[config.mk]
export PLATFORM = sky130hd
export DESIGN_NAME = memory_arbiter_flat
export DESIGN_NICKNAME = d
export VERILOG_FILES = /design/src/rtl/memory_arbiter_if.sv /design/src/rtl/memory_arbiter.sv /design/src/flat_wrapper.sv
export SDC_FILE = /design/constraint.sdc
export NUM_CORES = 1
export LEC_CHECK = 0
export CORE_AREA = 2 2 102 104
export CTS_CLUSTER_SIZE = 25
export DETAILED_ROUTE_END_ITERATION = 8
export DIE_AREA = 0 0 104 106
export GPL_TIMING_DRIVEN = 0
export HOLD_SLACK_MARGIN = 0.05
export PLACE_DENSITY = 0.64
export SLEW_MARGIN = 20
export SYNTH_ARGS = -nofsm -noshare
export SYNTH_HDL_FRONTEND = slang
export SYNTH_SLANG_ARGS = --single-unit
[constraint.sdc]
create_clock -name CLK -period 2.4 [get_ports CLK]
set_clock_uncertainty 0.05 [all_clocks]
set_input_delay 0.48 -clock CLK [delete_from_list [all_inputs] [get_ports CLK]]
set_output_delay 0.48 -clock CLK [all_outputs]
set_load 0.02 [all_outputs]
[src/rtl/memory_arbiter_if.sv]
// Bus bundle between the arbiter, its two requesters (instruction/data) and the shared RAM.
// slave = arbiter view, master = requester/RAM-side view.
interface memory_arbiter_if;
    logic        iREN;
    logic [31:0] iaddr;
    logic        dREN;
    logic        dWEN;
    logic [31:0] daddr;
    logic [31:0] dstore;
    logic        iwait;
    logic        dwait;
    logic [31:0] iload;
    logic [31:0] dload;
    logic        ramREN;
    logic        ramWEN;
    logic [31:0] ramaddr;
    logic [31:0] ramstore;
    logic [31:0] ramload;
    logic        ramready;

    modport slave (
        input  iREN, iaddr, dREN, dWEN, daddr, dstore, ramload, ramready,
        output iwait, dwait, iload, dload, ramREN, ramWEN, ramaddr, ramstore
    );

    modport master (
        output iREN, iaddr, dREN, dWEN, daddr, dstore, ramload, ramready,
        input  iwait, dwait, iload, dload, ramREN, ramWEN, ramaddr, ramstore
    );
endinterface

[src/rtl/memory_arbiter.sv]
// Instruction/data arbiter for a single shared RAM port; data has priority.
// Optional macro ARB_FAIRNESS_EN adds a data-streak counter that forces an instruction grant.
module memory_arbiter #(
    parameter int unsigned MAX_DSTREAK = 4
) (
    input logic               CLK,
    input logic               RST,
    memory_arbiter_if.slave   bus
);
    typedef enum logic [1:0] {IDLE, IACC, DACC} state_t;

    state_t state;
    state_t state_next;
    logic   dreq;
    logic   force_iacc;

    if (MAX_DSTREAK < 1 || MAX_DSTREAK > 15) begin : g_bad_param
        $error("MAX_DSTREAK must be in 1..15");
    end

    assign dreq = bus.dREN | bus.dWEN;

`ifdef ARB_FAIRNESS_EN
    logic       i_done;
    logic       d_done;
    logic [3:0] dstreak;

    assign i_done = (state == IACC) && bus.iREN && bus.ramready;
    assign d_done = (state == DACC) && dreq && bus.ramready;

    // Counts data completions that happened while an instruction fetch was waiting.
    always_ff @(posedge CLK or posedge RST) begin
        if (RST) begin
            dstreak <= '0;
        end else if (i_done) begin
            dstreak <= '0;
        end else if (d_done) begin
            if (!bus.iREN)
                dstreak <= '0;
            else if (dstreak != '1)
                dstreak <= dstreak + 4'd1;
        end
    end

    assign force_iacc = bus.iREN && (dstreak >= 4'(MAX_DSTREAK));
`else
    assign force_iacc = 1'b0;
`endif

    always_ff @(posedge CLK or posedge RST) begin
        if (RST)
            state <= IDLE;
        else
            state <= state_next;
    end

    always_comb begin
        state_next = state;
        unique case (state)
            IDLE: begin
                if (dreq && !force_iacc)
                    state_next = DACC;
                else if (bus.iREN)
                    state_next = IACC;
            end
            IACC: begin
                if (!bus.iREN || bus.ramready)
                    state_next = IDLE;
            end
            DACC: begin
                if (!dreq || bus.ramready)
                    state_next = IDLE;
            end
            default: state_next = IDLE;
        endcase
    end

    always_comb begin
        bus.ramREN   = 1'b0;
        bus.ramWEN   = 1'b0;
        bus.ramaddr  = '0;
        bus.ramstore = '0;
        unique case (state)
            IACC: begin
                // Following iREN lets an aborted fetch drop the enable in the same cycle.
                bus.ramREN  = bus.iREN;
                bus.ramaddr = bus.iaddr;
            end
            DACC: begin
                bus.ramREN   = bus.dREN;
                bus.ramWEN   = bus.dWEN;
                bus.ramaddr  = bus.daddr;
                bus.ramstore = bus.dstore;
            end
            default: ;
        endcase
        bus.iwait = bus.iREN & ~((state == IACC) & bus.ramready);
        bus.dwait = dreq & ~((state == DACC) & bus.ramready);
        bus.iload = bus.ramload;
        bus.dload = bus.ramload;
    end
endmodule

[src/flat_wrapper.sv]
// flat-port wrapper written by rule: the top's interface ports become plain ports
module memory_arbiter_flat 
#(
    parameter int unsigned MAX_DSTREAK = 4
)
  (CLK, RST, bus_iREN, bus_iaddr, bus_dREN, bus_dWEN, bus_daddr, bus_dstore, bus_ramload, bus_ramready, bus_iwait, bus_dwait, bus_iload, bus_dload, bus_ramREN, bus_ramWEN, bus_ramaddr, bus_ramstore);
  memory_arbiter_if bus_i ();
  input logic CLK;
  input logic RST;
  input wire logic [$bits(bus_i.iREN)-1:0] bus_iREN;
  input wire logic [$bits(bus_i.iaddr)-1:0] bus_iaddr;
  input wire logic [$bits(bus_i.dREN)-1:0] bus_dREN;
  input wire logic [$bits(bus_i.dWEN)-1:0] bus_dWEN;
  input wire logic [$bits(bus_i.daddr)-1:0] bus_daddr;
  input wire logic [$bits(bus_i.dstore)-1:0] bus_dstore;
  input wire logic [$bits(bus_i.ramload)-1:0] bus_ramload;
  input wire logic [$bits(bus_i.ramready)-1:0] bus_ramready;
  output wire logic [$bits(bus_i.iwait)-1:0] bus_iwait;
  output wire logic [$bits(bus_i.dwait)-1:0] bus_dwait;
  output wire logic [$bits(bus_i.iload)-1:0] bus_iload;
  output wire logic [$bits(bus_i.dload)-1:0] bus_dload;
  output wire logic [$bits(bus_i.ramREN)-1:0] bus_ramREN;
  output wire logic [$bits(bus_i.ramWEN)-1:0] bus_ramWEN;
  output wire logic [$bits(bus_i.ramaddr)-1:0] bus_ramaddr;
  output wire logic [$bits(bus_i.ramstore)-1:0] bus_ramstore;
  assign bus_i.iREN = bus_iREN;
  assign bus_i.iaddr = bus_iaddr;
  assign bus_i.dREN = bus_dREN;
  assign bus_i.dWEN = bus_dWEN;
  assign bus_i.daddr = bus_daddr;
  assign bus_i.dstore = bus_dstore;
  assign bus_i.ramload = bus_ramload;
  assign bus_i.ramready = bus_ramready;
  assign bus_iwait = bus_i.iwait;
  assign bus_dwait = bus_i.dwait;
  assign bus_iload = bus_i.iload;
  assign bus_dload = bus_i.dload;
  assign bus_ramREN = bus_i.ramREN;
  assign bus_ramWEN = bus_i.ramWEN;
  assign bus_ramaddr = bus_i.ramaddr;
  assign bus_ramstore = bus_i.ramstore;
  memory_arbiter #(.MAX_DSTREAK(MAX_DSTREAK)) u_core (.CLK(CLK), .RST(RST), .bus(bus_i));
endmodule
==> results_dict.tcl <==
set metrics [dict create \
    grt_pass1_vias 2249 \
    syn-num-nets 342 \
    rows 37 \
    place_ws_ns -0.349 \
    crit_path_top_delay_cell "clkdlybuf4s50_1" \
    wl_met3_um 865 \
    grt_start_max_net_pins 11 \
    criticalPathCategory "flip-flop to output pin" \
    synth_compound_area_frac 0.227 \
    power_switching_mw 1.16 \
    fin_ws_ns 0.0706 \
    initial_utilization 0.148 \
    cts_tree "yes" \
    ios 266 \
    n_antenna_cell 0 \
    netlist.area_leader.share 0.346 \
    avgSynthCellArea_um2 7.24 \
    rsz0062_at_grt "no" \
    ys_seq_area_frac 0.0339 \
    yosys.area_share.simple 0.303 \
    power.internal_mw 1.20 \
    drt-wirelength-per-cell_um 12.8 \
    status "completed" \
    period_share 0.971 \
    top_register "u_core.state" \
    synth_top_cell_by_area "buf_4" \
    portBuffers 233 \
    synth_mux_area_frac 0 \
    ys_top_cells_by_area "buf_4, a22oi_1, and2_1, nor2b_1, dfrtp_1" \
    numClockSinks 2 \
    layout_common_cells "clkdlybuf4s50_1, buf_4, dlygate4sd2_1" \
    max_freq_mhz 429 \
    final_util 0.393 \
    required_ns 1.87 \
    numCtsBuffers 3 \
    gp_congestion 0.734 \
    endpoint_kind "output pin" \
    die_w_um 104 \
    drc 0 \
    vias 2224 \
    worstPathMaxFanout 8 \
    p_clk_frac 0.060 \
    p_leak_nw 1.73 \
    grt_first_pass_wirelength_mm 11.3 \
    max-cap-violations 0 \
    place_hpwl_mm 6.62 \
    syn2layout_area_growth_pct 166 \
    synth_top_family_by_area "buffers and inverters" \
    die_h_um 106 \
    met1_length_mm 2.72 \
    drive_above_1_share 0.245 \
    tightest_slew_ns 0.309 \
    netlist_instances 204 \
    slowest_delay_ns 0.64 \
    antenna_left 0 \
    route.met2.wl_mm 3.74 \
    fin_crit_ns 2.33 \
    p_seq_frac 0.025 \
    synthDistinctLibCells 23 \
    drt-initial-drc-count 42 \
    ys_warn_count 0 \
    finalSetupViolCount 0 \
    dieArea_mm2 0.0110 \
    detail_route.vias_per_cell 3.86 \
    routed_wl_mm 7.37 \
    reg_top3 "u_core.state (2)" \
    nets 580 \
    drt-pass1-iter-count 4 \
    cp-start-kind "flip-flop" \
    synthXorXnorAreaFrac 0 \
    swShare 0.493 \
    clk_latency_ns 0.22 \
    synth_adder_area_share 0.0339 \
    clockRootBuffer "clkbuf_8" \
    largest_reg_flops 2 \
    core-area_mm2 0.0100 \
    ir_drop_uv 295 \
    routed.top_layer "met4" \
    syn_area_mm2 0.00148 \
    worstPathArrival_ns 1.80 \
    relSlewSlack 0.794 \
    power_frac_comb 0.916 \
    hold_violations 0 \
    power_density_mw_per_mm2 601 \
    ys_seq_elements 2 \
    hp-class "input pin to asynchronous set/reset pin" \
    slew_viol_final 0 \
    grt_usage 0.123 \
    h-tree-depth 1 \
    crit_chain "inv_1, ha_2, and2_1, clkdlybuf4s50_1" \
    clockBufferDepth 2 \
    path_clk_slew_ns 0.03 \
    antenna_found_initial 1 \
    final_common_cell "clkdlybuf4s50_1" \
    grt_overflow 0 \
    reg2reg_slack_ns 0.91 \
]
==> per-layer routing <==
metal / vias to the layer above / global-route usage
li1: 1089 / -
met1: 976 / 0.133
met2: 154 / 0.233
met3: 5 / 0.0423
met4: 0 / 0.0193
met5: - / 0
==> per-stage QoR <==
stage                     cell area (um^2)  total power, mW  hold slack, ns  setup TNS (ns)  cells
after floorplan                       1480             1.33           0.171               0    204
after global placement                3980             2.41           0.523           -7.29    573
after detailed placement              3980             2.43           0.528           -7.28    573
after CTS                             3970             2.41           0.363               0    576
after global routing                  3930             2.54           0.392               0    576
final                                 3930             2.36           0.363               0    576
==> power by group through the flow <==
stage                     Combinational [mW]  Sequential (mW)  Clock [mW]
final                                   2.16           0.0585       0.141
after global routing                    2.34           0.0598       0.139
after CTS                               2.21           0.0591       0.143
after detailed placement                2.37           0.0591           0
after global placement                  2.36           0.0586           0
after floorplan                         1.28           0.0549           0
==> cell type report <==
type / instances / area (um^2)
plain buffers: 78 / 599
clock buffers: 3 / 41.3
fillers: 1065 / 6070
inverters: 4 / 15.0
multi-input cells: 120 / 848
flip-flops and latches: 2 / 50.0
well taps: 136 / 170
repair buffers: 233 / 2200
==> cell families after synthesis <==
group | after synthesis
AOI/OAI and AO/OA | 44
and+or+nand+nor | 72
DFF | 2
adders and majority gates | 4
buffers and inverters | 82
==> final timing paths <==
kind	start	depth (start not counted)	endpoint
max in group asynchronous	RST	2	u_core.state[1]$_DFFE_PP0P_
hold reg to reg	u_core.state[0]$_DFFE_PP0P_	2	u_core.state[0]$_DFFE_PP0P_
setup reg to reg	u_core.state[1]$_DFFE_PP0P_	7	u_core.state[1]$_DFFE_PP0P_
setup / recovery	u_core.state[0]$_DFFE_PP0P_	4	bus_ramstore[1]
min in group CLK	u_core.state[0]$_DFFE_PP0P_	2	u_core.state[0]$_DFFE_PP0P_
hold / removal	RST	2	u_core.state[0]$_DFFE_PP0P_
==> Yosys cell counts <==
library cell  number
inv_1              4
o221ai_2           1
o21ai_1            1
a22oi_1           32
nand2_1            2
clkbuf_1           6
nand3b_2           1
ha_1               4
o21ai_2            1
nand2_2            1
buf_4             68
o21ai_0            1
nand2b_1           2
nor2_1             1
a41oi_1            1
nor2b_1           32
a21oi_1            3
and2_1            33
o2bb2ai_2          1
a21o_1             1
a21boi_0           2
buf_6              4
dfrtp_1            2
==> critical path, delay by kind of cell (launching register included) <==
| kind | cells | cell delay, ns |
|---|---|---|
| simple gates | 1 | 0.16 |
| flops | 1 | 0.39 |
| fa+ha+maj | 1 | 0.26 |
| buf+inv | 2 | 0.77 |
==> what timing repair did <==
action	CTS	global route
buffers inserted	0	0
resized for setup	78	48
endpoints found under the setup margin	65	27
gates cloned	0	0
endpoints found under the hold margin	0	0
hold buffers	0	0
(Power assumes the default switching activity.)
